==> config.mk <==
export PLATFORM = sky130hd
export DESIGN_NAME = drum_step_sequencer_flat
export DESIGN_NICKNAME = d
export VERILOG_FILES = /design/src/rtl/drum_step_sequencer_if.sv /design/src/rtl/drum_step_sequencer.sv /design/src/flat_wrapper.sv
export SDC_FILE = /design/constraint.sdc
export NUM_CORES = 1
export LEC_CHECK = 0
export CORE_UTILIZATION = 30
export CTS_CLUSTER_DIAMETER = 100
export DETAILED_ROUTE_END_ITERATION = 6
export PLACE_DENSITY = 0.5
export SYNTH_ARGS = -nofsm -noshare
export SYNTH_HDL_FRONTEND = slang
export SYNTH_SLANG_ARGS = --single-unit
==> constraint.sdc <==
create_clock -name clk -period 2.97 [get_ports clk]
set_input_delay 0.4455 -clock clk [delete_from_list [all_inputs] [get_ports clk]]
set_output_delay 0.4455 -clock clk [all_outputs]
set_load 0.1 [all_outputs]
==> src/rtl/drum_step_sequencer_if.sv <==
// Drum step sequencer bus: transport controls, pattern write port
// and step/trigger outputs.
interface drum_step_sequencer_if #(
  parameter int TRACKS = 4,
  parameter int STEP_W = 4,
  parameter int DIV_W  = 24
);
  localparam int TW = $clog2(TRACKS);

  logic              start_i;
  logic              stop_i;
  logic              pause_i;
  logic [DIV_W-1:0]  div_i;
  logic [STEP_W-1:0] len_i;
  logic              pat_we_i;
  logic [TW-1:0]     pat_track_i;
  logic [STEP_W-1:0] pat_step_i;
  logic              pat_val_i;
  logic [STEP_W-1:0] step_o;
  logic              step_stb_o;
  logic [TRACKS-1:0] trig_o;
  logic              running_o;

  modport master (
    output start_i,
    output stop_i,
    output pause_i,
    output div_i,
    output len_i,
    output pat_we_i,
    output pat_track_i,
    output pat_step_i,
    output pat_val_i,
    input  step_o,
    input  step_stb_o,
    input  trig_o,
    input  running_o
  );

  modport slave (
    input  start_i,
    input  stop_i,
    input  pause_i,
    input  div_i,
    input  len_i,
    input  pat_we_i,
    input  pat_track_i,
    input  pat_step_i,
    input  pat_val_i,
    output step_o,
    output step_stb_o,
    output trig_o,
    output running_o
  );
endinterface

==> src/rtl/drum_step_sequencer.sv <==
// Drum machine transport: divides clk into steps, walks the pattern
// and fires one-cycle per-track triggers at each step boundary.
module drum_step_sequencer #(
  parameter int TRACKS = 4,
  parameter int STEP_W = 4,
  parameter int DIV_W  = 24
) (
  input  logic                  clk,
  input  logic                  rst_n,
  drum_step_sequencer_if.slave  bus
);
  localparam int TW    = $clog2(TRACKS);
  localparam int NSTEP = 2**STEP_W;

  typedef enum logic [1:0] {
    IDLE   = 2'd0,
    RUN    = 2'd1,
    PAUSED = 2'd2
  } state_e;

  state_e                         state_q, state_d;
  logic [STEP_W-1:0]              step_q, step_d;
  logic [DIV_W-1:0]               tick_q, tick_d;
  logic                           stb_q, stb_d;
  logic [TRACKS-1:0]              trig_q, trig_d;
  logic [TRACKS-1:0][NSTEP-1:0]   pat_q, pat_d;

  logic              last_tick;
  logic              wrap;
  logic [STEP_W-1:0] step_nxt;
  logic              restart;
  logic              count;

  // len_i-1 wraps to all ones for len_i==0, giving the full length
  assign last_tick = (bus.div_i <= DIV_W'(1)) ||
                     (tick_q >= bus.div_i - DIV_W'(1));
  assign wrap      = step_q >= (bus.len_i - STEP_W'(1));
  assign step_nxt  = wrap ? '0 : step_q + STEP_W'(1);

  assign restart = bus.start_i && !bus.stop_i &&
                   (state_q != PAUSED);
  // the resume cycle counts as a run cycle; the pause cycle does not
  assign count = !bus.stop_i &&
                 (((state_q == RUN) && !bus.start_i && !bus.pause_i) ||
                  ((state_q == PAUSED) && (bus.start_i || bus.pause_i)));

  always_ff @(posedge clk or negedge rst_n) begin
    if (!rst_n) begin
      state_q <= IDLE;
    end else begin
      state_q <= state_d;
    end
  end

  always_comb begin
    state_d = state_q;
    unique case (state_q)
      IDLE: begin
        if (bus.start_i && !bus.stop_i) state_d = RUN;
      end
      RUN: begin
        if (bus.stop_i)       state_d = IDLE;
        else if (bus.start_i) state_d = RUN;
        else if (bus.pause_i) state_d = PAUSED;
      end
      PAUSED: begin
        if (bus.stop_i)                       state_d = IDLE;
        else if (bus.start_i || bus.pause_i)  state_d = RUN;
      end
      default: state_d = IDLE;
    endcase
  end

  always_comb begin
    step_d = step_q;
    tick_d = tick_q;
    stb_d  = 1'b0;
    if (bus.stop_i) begin
      step_d = '0;
      tick_d = '0;
    end else if (restart) begin
      step_d = '0;
      tick_d = '0;
      stb_d  = 1'b1;
    end else if (count) begin
      if (last_tick) begin
        tick_d = '0;
        step_d = step_nxt;
        stb_d  = 1'b1;
      end else begin
        tick_d = tick_q + DIV_W'(1);
      end
    end
  end

  // trigger reads the store before this cycle's write lands
  always_comb begin
    trig_d = '0;
    for (int t = 0; t < TRACKS; t++) begin
      trig_d[t] = stb_d && pat_q[t][step_d];
    end
  end

  always_comb begin
    pat_d = pat_q;
    if (bus.pat_we_i) begin
      for (int t = 0; t < TRACKS; t++) begin
        if (bus.pat_track_i == TW'(t)) begin
          pat_d[t][bus.pat_step_i] = bus.pat_val_i;
        end
      end
    end
  end

  always_ff @(posedge clk or negedge rst_n) begin
    if (!rst_n) begin
      step_q <= '0;
      tick_q <= '0;
      stb_q  <= 1'b0;
      trig_q <= '0;
      pat_q  <= '0;
    end else begin
      step_q <= step_d;
      tick_q <= tick_d;
      stb_q  <= stb_d;
      trig_q <= trig_d;
      pat_q  <= pat_d;
    end
  end

  assign bus.step_o     = step_q;
  assign bus.step_stb_o = stb_q;
  assign bus.trig_o     = trig_q;
  assign bus.running_o  = (state_q != IDLE);
endmodule

==> src/flat_wrapper.sv <==
// flat-port wrapper written by rule: the top's interface ports become plain ports
module drum_step_sequencer_flat 
#(
  parameter int TRACKS = 4,
  parameter int STEP_W = 4,
  parameter int DIV_W  = 24
)
  (clk, rst_n, bus_start_i, bus_stop_i, bus_pause_i, bus_div_i, bus_len_i, bus_pat_we_i, bus_pat_track_i, bus_pat_step_i, bus_pat_val_i, bus_step_o, bus_step_stb_o, bus_trig_o, bus_running_o);
  drum_step_sequencer_if #(.TRACKS(TRACKS), .STEP_W(STEP_W), .DIV_W(DIV_W)) bus_i ();
  input  logic clk;
  input  logic rst_n;
  input wire logic [$bits(bus_i.start_i)-1:0] bus_start_i;
  input wire logic [$bits(bus_i.stop_i)-1:0] bus_stop_i;
  input wire logic [$bits(bus_i.pause_i)-1:0] bus_pause_i;
  input wire logic [$bits(bus_i.div_i)-1:0] bus_div_i;
  input wire logic [$bits(bus_i.len_i)-1:0] bus_len_i;
  input wire logic [$bits(bus_i.pat_we_i)-1:0] bus_pat_we_i;
  input wire logic [$bits(bus_i.pat_track_i)-1:0] bus_pat_track_i;
  input wire logic [$bits(bus_i.pat_step_i)-1:0] bus_pat_step_i;
  input wire logic [$bits(bus_i.pat_val_i)-1:0] bus_pat_val_i;
  output wire logic [$bits(bus_i.step_o)-1:0] bus_step_o;
  output wire logic [$bits(bus_i.step_stb_o)-1:0] bus_step_stb_o;
  output wire logic [$bits(bus_i.trig_o)-1:0] bus_trig_o;
  output wire logic [$bits(bus_i.running_o)-1:0] bus_running_o;
  assign bus_i.start_i = bus_start_i;
  assign bus_i.stop_i = bus_stop_i;
  assign bus_i.pause_i = bus_pause_i;
  assign bus_i.div_i = bus_div_i;
  assign bus_i.len_i = bus_len_i;
  assign bus_i.pat_we_i = bus_pat_we_i;
  assign bus_i.pat_track_i = bus_pat_track_i;
  assign bus_i.pat_step_i = bus_pat_step_i;
  assign bus_i.pat_val_i = bus_pat_val_i;
  assign bus_step_o = bus_i.step_o;
  assign bus_step_stb_o = bus_i.step_stb_o;
  assign bus_trig_o = bus_i.trig_o;
  assign bus_running_o = bus_i.running_o;
  drum_step_sequencer #(.TRACKS(TRACKS), .STEP_W(STEP_W), .DIV_W(DIV_W)) u_core (.clk(clk), .rst_n(rst_n), .bus(bus_i));
endmodule
### Word level (Yosys, flattened, before mapping)

Index checks and enable logic that the tools add are counted.

* flip-flop bits (word level): 99
* logic and storage cells: 88

* add/subtract/negate cells: 4
* order comparisons: 6
* equality and inequality tests: 9
* multiplexer cells: 34
* reduce and logical (&&, ||, !) cells: 26

Operators by type and width (number)
* $mux 24: 4
* $bwmux 16: 4
* $add 24x1->24 const B: 1
* $ge 24x24->1: 1
* $le 24x1->1 const B: 1
* $sub 24x1->24 const B: 1
* $mux 4: 5
* $bmux 1 s4: 4
* $mux 2: 6
* $logic_and 1x1->1: 11
* $lt 4x5->1 const B: 2
* $mux 1: 9
* $reduce_and 2->1: 4
* $eq 2x2->1 const B: 3
* $pmux 2 s3: 1
* $add 4x1->4 const B: 1
* $demux 1 s4: 1
* $eq 2x1->1 const B: 2
* $ge 4x1->1 const B: 1
* $ge 4x4->1: 1
* $logic_not 2->1: 2
* $ne 4x4->1 const B: 1
* $sub 4x1->4 const B: 1
* $logic_not 1->1: 3
* other kinds (7): 9

### Longest topological paths before layout

Gate-level depths: netlist (run 1).

* word-level depth: 11
* gate-level depth with buffers: 19
* gate-level depth less buffers: 18

### Worst setup path after synthesis (run 1)

No wires, ideal clock.

* kind: input-to-reg
* start: in bus_div_i[6]
* end: reg u_core.trig_q[0], in the netlist u_core.bus.trig_o[0]
* setup time: 0.126 ns
* data arrival time: 4.491 ns
* required time: 2.844 ns
* path slack: -1.647 ns
* stages: 19
* buffers on the path: 1
* cell sequence: or4_4 > nor3_2 > nand3_1 > nor2_1 > nand2_1 > nor4_1 > xnor2_1 > ha_1 > and4_1 > nand2_1 > or4_4 > o22ai_4 > o21ai_4 > mux2i_4 > and2_1 > buf_2 > a221oi_1 > a21o_1 > a221o_1

* cells in the longest elaborated chain, start to end: 10
* elaborated cells on any way between the ends: 15

RTL lines
* start, declared: RTL line flat_wrapper.sv:15 `input wire logic [$bits(bus_i.div_i)-1:0] bus_div_i;`
* $sub 24x1->24: RTL line drum_step_sequencer.sv:36 `(tick_q >= bus.div_i - DIV_W'(1));`
* $ge 24x24->1: RTL line drum_step_sequencer.sv:36
* $logic_or 1x1->1 (*): RTL line drum_step_sequencer.sv:35 `assign last_tick = (bus.div_i <= DIV_W'(1)) ||`
* $mux 4: RTL line drum_step_sequencer.sv:86 `if (last_tick) begin`
* $mux 4: RTL line drum_step_sequencer.sv:85 `end else if (count) begin`
* $mux 4: RTL line drum_step_sequencer.sv:81 `end else if (restart) begin`
* $mux 4: RTL line drum_step_sequencer.sv:78 `if (bus.stop_i) begin`
* $bmux 1 s4: RTL line drum_step_sequencer.sv:100 `trig_d[t] = stb_d && pat_q[t][step_d];`
* $mux 1 (not written as such): RTL line drum_step_sequencer.sv:100
* $logic_and 1x1->1 (*): RTL line drum_step_sequencer.sv:100
* net u_core.trig_d[0]: RTL line drum_step_sequencer.sv:25 `logic [TRACKS-1:0] trig_q, trig_d;`
* end signal, assigned: RTL line drum_step_sequencer.sv:126 `trig_q <= trig_d;`
* end, declared: RTL line drum_step_sequencer.sv:25

Mark *: on every way through the listed nets, which the timed path passes. The rest lies on a longest branch. The select of a mux whose other input is x is not followed.
A chain may end at the register's enable or synchronous reset.

### Worst setup path in the final report (run 1)

* start: in bus_div_i[9]
* end: reg u_core.trig_q[0], in the netlist u_core.bus.trig_o[0]

The elaborated chain is that of the path after synthesis.

==> impl_metrics.ini, run 1 <==
[clocking]
clock_path_buffers = 2
cts_max_level = 3
ctsHoldBuffers = 0
cts_buffers = 9
cts_tree = done
path_clk_slew_ns = 0.08
cts_root_buf = clkbuf_16
clk_latency_ns = 0.36
cts.sinks = 99

[layout]
layout_commonest_cell = buf_4
nets = 898
final_cells = 1099
design_area_um2 = 8720
layout-drive-gt1-share_pct = 33.5
fillerInstances = 1983
antennaDiodeCount = 0
ff_latch_area_um2 = 2480
area_delta_synth_final_pct = 37.3
final_cell_mix = buf_4, dfrtp_1, nand2_1, mux2_2, nor2_1
multiInputGateArea_um2 = 4000

[drt]
drtPass1Iterations = 4
drc = 0
avgViaCountPerCell = 4.94
drt_iter0_drc = 212
drtAntennaViolNets = 0
wl_per_cell_um = 15.6
drt_wl_total_um = 17200
num_vias = 5424

[grt]
grt_pass1_wl_um = 27700
first_global_vias = 5510
antenna_found_initial = 0
grt-ovfl-total = 0
grt_usage_pct = 16.0
grt_max_degree = 65

[sta]
slew_viol_final = 0
finalSetupViolCount = 33
max_freq_mhz = 232
hold_ws_ns = 0.0944
timing.final.ws_setup_ns = -1.34
post-route-period-util_pct = 145
post-route-min-period_ns = 4.31
relSlewSlack_pct = 51.0
worst_pin_slew_ns = 0.730
rsz0062_at_grt = yes
fin_skew_ns = 0.0103
hold_viol = 0

[synthesis]
synth_flop_cell = dfrtp_1
postSynthCellCount = 662
ys_types = 58
syn_avg_cell_area_um2 = 9.59
syn_nets = 736
synth_area_leaders = dfrtp_1, mux2_2, ha_1
async_flop_share_pct = 100
synth_top_area_share_pct = 39.0
synth_enable_flop_cells = 0
netlist_area_um2 = 6350
yosysTopAreaCell = dfrtp_1
synth-seq-cells = 99
seq_area_frac_synth_pct = 39.0
yosysWarnings = 0

[status]
status = finished with violations
violations = setup timing

[worst_setup_path]
startpoint_type = input pin
worst_ep_arrival_time_ns = 4.55
crit_fanout = 7
worstPathRequired_ns = 3.21
end_kind = register
setup.worst_path.class = in2reg

[floorplanning]
dieHeight_um = 147
rows = 52
initial_core_util_pct = 31.0
ios = 51
dieArea_um2 = 21800
core_um2 = 20500
fp.dieW_um = 147

[worst_hold_path]
hp-class = in2async

[place]
io_buffers = 50
dp.cells = 1070
placed_cell_area_um2 = 8020
dp_hpwl_um = 12500
gp_congestion = 0.851
dp_slack_ns = -2.14

[power]
ir_drop_mv = 0.280
power.total_mw = 3.39
p_per_area_nw_per_um2 = 388
p_leak_nw = 4.09

[flow_run]
max-cap-violations = 0
power by group:
part | switching, mW | total, mW | internal, mW
Combinational | 0.321 | 0.618 | 0.297
Sequential | 0.0726 | 1.54 | 1.47
Clock | 0.617 | 1.23 | 0.608
cells in the mapped netlist, types with 10 or more instances:
library cell / instances
xnor2_1: 18
a21oi_1: 22
nand3_1: 13
inv_1: 12
o21ai_0: 33
nand2b_1: 10
nor3_1: 22
clkbuf_1: 19
ha_1: 33
mux2i_1: 39
o21ai_1: 15
and3_1: 12
mux2_2: 64
nand2_1: 83
dfrtp_1: 99
nor2_1: 65
logic make-up (layout without fill, tap and decap cells):
family          count (synthesis)  count (layout)  synth area share, %
compound gates                109             109                 11.1
xor+xnor                       25              25                 3.45
fa+ha+maj                      33              33                 6.50
buf+inv                        38             205                 2.46
flops                          99              99                 39.0
mux                           106             106                 18.6
simple gates                  252             252                 18.9
flip-flops by register name (all words and copies together), names as in the netlist:
register / count
u_core.bus.trig_o: 4
u_core.bus.step_stb_o: 1
u_core.bus.step_o: 4
u_core.tick_q: 24
u_core.pat_q: 64
u_core.state_q: 2
what timing repair did:
action | CTS | global route
hold endpoints to repair | 0 | 0
gates cloned | 0 | 0
pin swaps | 26 | 20
setup endpoints to repair | 33 | 33
buffers inserted | 9 | 4
resized for setup | 46 | 30
metrics by stage:
step                      TNS, ns  util (%)
after floorplan            -28.66         -
after global placement     -46.10      39.1
after detailed placement   -48.89      39.1
after CTS                  -27.68      41.7
after global routing       -29.62      42.5
final                      -24.12      42.5
layer usage:
metal,vias up,wire length [um],global-route usage (%)
met4,0,143,3.35
met3,11,567,3.09
met2,66,8370,27.1
met5,-,0,0
met1,2653,8080,21.2
li1,2694,-,-
final cells by class:
class,instances,share of cell area [%]
Tap cell,270,3.88
Clock inverter,7,1.08
Timing Repair Buffer,175,17.5
Clock buffer,9,2.58
Sequential cell,99,28.4
Inverter,14,0.660
Multi-Input combinational cell,525,45.8
path summary, 6_finish.rpt:
kind	start	depth (start not counted)	slack, ns	end
setup / recovery	bus_div_i[9]	22	-1.34	u_core.bus.trig_o[0]
hold / removal	rst_n	1	0.09	u_core.pat_q[17]
setup reg to reg	u_core.tick_q[23]	13	-0.14	u_core.bus.trig_o[0]
hold reg to reg	u_core.pat_q[17]	1	0.51	u_core.pat_q[17]
max in group asynchronous	rst_n	2	2.14	u_core.tick_q[19]
min in group clk	u_core.pat_q[17]	1	0.51	u_core.pat_q[17]
worst max-delay path, cell delays in order:
cell,delay [ns]
buf_6,0.09
or4_4,0.54
nor3_4,0.20
buf_6,0.14
nand3_4,0.09
nor2_4,0.10
nand2_2,0.08
nor3_2,0.18
xnor2_1,0.10
ha_1,0.28
and4_4,0.23
nand2_2,0.06
or4_4,0.49
o22ai_4,0.20
o21ai_4,0.10
mux2i_4,0.19
buf_12,0.15
buf_4,0.11
mux2i_1,0.22
a221oi_2,0.09
a21o_1,0.16
a221o_1,0.30
(Power assumes the default switching activity.)
==> inputs of run 2 (changes only) <==
Settings changed: CORE_MARGIN set to 8.
==> run 2 against run 1 <==
Largest power group unchanged. Clock skew increased by 0.0034 ns. Via count shrank 0.57%. Largest cell class unchanged. Global-route usage is 2.4 points lower. Critical endpoint unchanged. The flow still finishes with violations (setup timing). Non-clock buffer count up 2. Highest routed layer unchanged. Sequential cell count is the same. Worst setup slack improved by 0.053 ns. Routed wire length up 1.5%.
==> impl_metrics.ini, run 2 (synthesis results as in run 1) <==
[worst_setup_path]
crit_chain = buf_6 > or4_4 > nor3_4 > buf_6 > nand3_4 > nor2_4 > nand2_4 > buf_6 > xor2_2 > ha_1 > and4_1 > nand2_2 > or4_4 > o22ai_4 > buf_4 > or2_4 > a221o_1 > a21bo_2 > a21oi_2 > a21o_1 > a221o_1
critical_path.most_common_cell = buf_6
cp_slowest_cell = or4_4
end_kind = register
setup.worst_path.class = in2reg
cpPeakStageDelay_ns = 0.54
worst_ep_arrival_time_ns = 4.50
crit_path_end = u_core.bus.trig_o[0]
reg2reg_depth = 12
worstPathRequired_ns = 3.21
crit_path_start = bus_div_i[6]
crit_fanout = 6
startpoint_type = input pin
rrSetupSlack_ns = -0.21
r2r-end = u_core.bus.trig_o[0]
r2r-start = u_core.tick_q[15]

[layout]
top_register = u_core.pat_q
layout-drive-gt1-share_pct = 34.3
final_cells = 1106
area_delta_synth_final_pct = 37.9
largest_reg_flops = 64
final_cell_mix = buf_4, dfrtp_1, nand2_1, mux2_2, nor2_1
reg_top3 = u_core.pat_q (64), u_core.tick_q (24)
nets = 900
antennaDiodeCount = 0
layout_commonest_cell = buf_4
utilization_pct = 41.9

[clocking]
clk_latency_ns = 0.36
cts.sinks = 99
cts_root_buf = clkbuf_16
cts_tree = done
cts_max_level = 3
cts_buffers = 9
ctsHoldBuffers = 0
clock_path_buffers = 2
path_clk_slew_ns = 0.08

[drt]
wl_per_cell_um = 15.7
drt_wl_total_um = 17400
avgViaCountPerCell = 4.88
num_vias = 5393
drtPass1Iterations = 4
drtAntennaViolNets = 0
drt_iter0_drc = 354
drc = 0

[grt]
first_global_vias = 5507
grt_usage_pct = 13.6
antenna_found_initial = 0
grt-ovfl-total = 0
grt_max_degree = 65
grt_pass1_wl_um = 28900

[power]
p_per_area_nw_per_um2 = 389
ir_drop_mv = 0.407
p_leak_nw = 4.10

[place]
io_buffers = 50
dp_hpwl_um = 12800
dp.cells = 1072
dp_slack_ns = -2.07
gp_congestion = 0.826

[floorplanning]
core_um2 = 20900
initial_core_util_pct = 30.4
dieArea_um2 = 26100
ios = 51
rows = 53
dieHeight_um = 161
fp.dieW_um = 161

[sta]
relSlewSlack_pct = 56.2
post-route-min-period_ns = 4.26
worst_pin_slew_ns = 0.657
timing.final.ws_setup_ns = -1.29
setup_tns_ns = -25.78
post-route-period-util_pct = 143
slew_viol_final = 0
hold_ws_ns = 0.115
rsz0062_at_grt = yes
max_freq_mhz = 235
hold_viol = 0
fin_skew_ns = 0.0137
finalSetupViolCount = 33

[status]
status = finished with violations
violations = setup timing

[worst_hold_path]
hp-class = in2async

[flow_run]
max-cap-violations = 0
[run 2: changes by cell type in the layout (fill, tap and decap cells not counted), sizes merged]
cell           change
buf                +3
clkdlybuf4s15      -1
clkdlybuf4s50      -1
clkinv             -2
dlygate4sd2        +2
dlymetal6s2s       -1
inv                +2
[run 2: worst min-delay path by stage]
stage / startpoint / end / slack (ns) / cells past startpoint
floorplan: rst_n / u_core.bus.step_o[0] / 0.15 / 0
global placement: u_core.pat_q[35] / u_core.pat_q[35] / 0.49 / 1
detailed placement: u_core.pat_q[37] / u_core.pat_q[37] / 0.49 / 1
CTS: rst_n / u_core.pat_q[17] / 0.13 / 1
global route: rst_n / u_core.pat_q[33] / 0.16 / 1
finish: rst_n / u_core.pat_q[17] / 0.12 / 1
[run 2: cell type report]
type / instances / area (um^2)
fillers: 2038 / 12100
multi-input cells: 525 / 4000
flip-flops and latches: 99 / 2480
repair buffers: 177 / 1560
well taps: 275 / 344
clock buffers: 9 / 225
clock inverters: 7 / 88.8
inverters: 14 / 57.6
[run 2: critical path: cells and delay by family]
| family | cells | cell delay [ns] |
|---|---|---|
| and+or+nand+nor | 9 | 1.96 |
| xor gates and xnor gates | 1 | 0.13 |
| adders and majority gates | 1 | 0.29 |
| buffers and inverters | 4 | 0.52 |
| AOI/OAI and AO/OA | 6 | 1.15 |
[run 2: repair_timing]
action,4_1_cts,5_1_grt
cloned,1,0
buffers inserted,13,5
gates resized for setup,50,33
pin swaps,24,29
endpoints found under the setup margin,33,33
[run 2: per-stage QoR]
stage | cell area (um^2) | total power, mW
after global routing | 8750 | 3.56
after floorplan | 6420 | 1.88
after global placement | 8010 | 2.15
after CTS | 8580 | 3.43
final | 8750 | 3.40
after detailed placement | 8010 | 2.16
[run 2: where the power goes]
| part | internal, mW | leakage, nW | switching, mW |
|---|---|---|---|
| clock | 0.612 | 0.153 | 0.618 |
| combinational | 0.302 | 2.62 | 0.314 |
| sequential | 1.47 | 1.34 | 0.0864 |
[run 2: metal layers]
layer  wire length [um]  vias to the layer above  track usage (%)
li1                   -                     2702                -
met1               8360                     2598             17.9
met2               8250                       71             22.5
met3                489                       22             2.19
met4                325                        0             4.29
met5                  0                        -                0
==> inputs of run 3 (changes only) <==
Settings changed: ABC_AREA set to 1.
==> run 3 against run 2 <==
The run still ends with setup timing left. Die area up 0.99%. Synthesized cell count up 27%. Power up 12%. Global-route usage up 1.5 points. Largest power group unchanged. Highest routed layer unchanged.
==> impl_metrics.ini, run 3 <==
[worst_setup_path]
cpLargestDelayFamily = simple AND/OR/NAND/NOR gates
setup.worst_path.class = in2reg
worstPathRequired_ns = 3.22
critical_path.most_common_cell = nor2_1
worst-path-buf-inv = 5
cpPeakStageDelay_ns = 0.41
crit_path_start = bus_div_i[2]
reg2reg_depth = 15
end_kind = register
cp_slowest_cell = or3_4
crit_fanout = 6
critical_path_depth = 27
r2r-start = u_core.tick_q[1]
worst_ep_arrival_time_ns = 3.92
startpoint_type = input pin

[floorplanning]
dieHeight_um = 162
ios = 51
rows = 53
dieArea_um2 = 26300
fp.dieW_um = 162
core_um2 = 21000
initial_core_util_pct = 30.5

[clocking]
clock_path_buffers = 2
cts.sinks = 99
path_clk_slew_ns = 0.07
cts_max_level = 3
cts_root_buf = clkbuf_16
cts_tree = done
clk_latency_ns = 0.35
cts_buffers = 9

[sta]
timing.final.ws_setup_ns = -0.700
hold_viol = 0
post-route-period-util_pct = 124
max_freq_mhz = 272
slew_viol_final = 0
setup_tns_ns = -14.08
worst_pin_slew_ns = 0.716
fin_skew_ns = 0.00951
rsz0062_at_grt = yes
relSlewSlack_pct = 52.1
post-route-min-period_ns = 3.67
finalSetupViolCount = 32

[power]
p_leak_nw = 3.93
ir_drop_mv = 0.282
p_per_area_nw_per_um2 = 429
power.total_mw = 3.81

[synthesis]
syn_nets = 913
netlist_area_um2 = 6420
syn_avg_cell_area_um2 = 7.65
synth_flop_cell = dfrtp_1
synth_commonest_cells = nand2_1, dfrtp_1, nor2_1
synth_area_leaders = dfrtp_1, nand2_1, ha_1
ys_types = 42
seq_area_frac_synth_pct = 38.6
synth-seq-cells = 99
synth_enable_flop_cells = 0
async_flop_share_pct = 100
yosysMostFrequentCell = nand2_1
yosysWarnings = 0
yosysTopAreaCell = dfrtp_1
synth_top_area_share_pct = 38.6
postSynthCellCount = 839

[grt]
antenna_found_initial = 0
grt_pass1_wl_um = 32400
grt_max_degree = 52
grt_usage_pct = 15.2
grt-ovfl-total = 0
first_global_vias = 6298

[layout]
nets = 1050
top_register = u_core.pat_q
area_delta_synth_final_pct = 38.6
layout_commonest_cell = nand2_1
antennaDiodeCount = 0
layout-drive-gt1-share_pct = 25.3
final_cells = 1255
final_cell_mix = nand2_1, dfrtp_1, buf_4, nor2_1, a21oi_1
largest_reg_flops = 64
fillerInstances = 2118
reg_top3 = u_core.pat_q (64), u_core.tick_q (24)

[status]
status = finished with violations
violations = setup timing

[flow_run]
max-cap-violations = 0

[drt]
avgViaCountPerCell = 5.06
drt_iter0_drc = 475
drtPass1Iterations = 5
drt_wl_total_um = 19500
num_vias = 6348
wl_per_cell_um = 15.6
drtAntennaViolNets = 0
drc = 0

[place]
dp_hpwl_um = 13500
io_buffers = 50
dp.cells = 1212
gp_congestion = 0.775

[worst_hold_path]
hp-class = in2async
## run 3: cell count changes after synthesis, moves of 11 or more
cell     delta
nand4_1    +28
xor2_1     +11
and3_1     -12
nand2_1    +56
nor2_1     +22
o21ai_1    -11
nand3_1    +49
mux2i_1    -39
mux2_2     -64
inv_1      +68
a21oi_1    +59
a31oi_1    +60
## run 3: cells by family (layout without fill, tap and decap cells)
family / after synthesis / count (layout) / synth area share (%)
compound gates: 194 / 194 / 17.5
xor+xnor: 26 / 26 / 3.55
fa+ha+maj: 33 / 33 / 6.43
buf+inv: 118 / 259 / 7.50
flops: 99 / 99 / 38.6
simple gates: 369 / 369 / 26.4
## run 3: final timing paths
path	endpoint	slack, ns
worst max-delay path	u_core.bus.trig_o[1]	-0.70
max in group asynchronous	u_core.pat_q[56]	1.71
worst min-delay path	u_core.pat_q[40]	0.50
worst max register to register	u_core.tick_q[18]	0.31
worst min register to register	u_core.pat_q[16]	0.52
min in group clk	u_core.pat_q[16]	0.52
## run 3: where the power goes
part | switching [mW] | internal, mW
logic | 0.578 | 0.378
clock network | 0.527 | 0.652
registers | 0.137 | 1.54
total | 1.24 | 2.57
## run 3: routing by layer
metal / track usage [%] / up-vias / part of all wire [%]
li1: - / 3197 / -
met1: 19.4 / 3020 / 45
met2: 25.7 / 115 / 50
met3: 2.68 / 16 / 3.6
met4: 4.17 / 0 / 1.1
met5: 0 / - / 0
## run 3: repair_timing
item,CTS,global route
resized for setup,116,41
endpoints found under the hold margin,11,0
endpoints found under the setup margin,33,33
hold buffers,1,0
gates cloned,5,1
pin swaps,37,35
setup buffers,22,8
## run 3: cell type report
class	count	area (um^2)	share of cell area, %
inverter	84	353	3.97
timing repair buffer	159	1500	16.9
multi-input combinational	622	3930	44.1
clock inverter	4	52.6	0.591
timing repair inverter	1	7.51	0.0844
sequential	99	2480	27.8
clock buffer	11	233	2.62
tap	275	344	3.87
## run 3: stage by stage
stage	hold WS, ns	util [%]	cell area [um^2]	worst slack, ns
finish	0.496	42.3	8900	-0.700
global route	0.504	42.3	8900	-0.932
CTS	0.487	41.5	8720	-0.613
detailed placement	0.322	37.8	7950	-1.45
global placement	0.323	37.8	7950	-1.42
floorplan	0.150	-	6590	-0.449
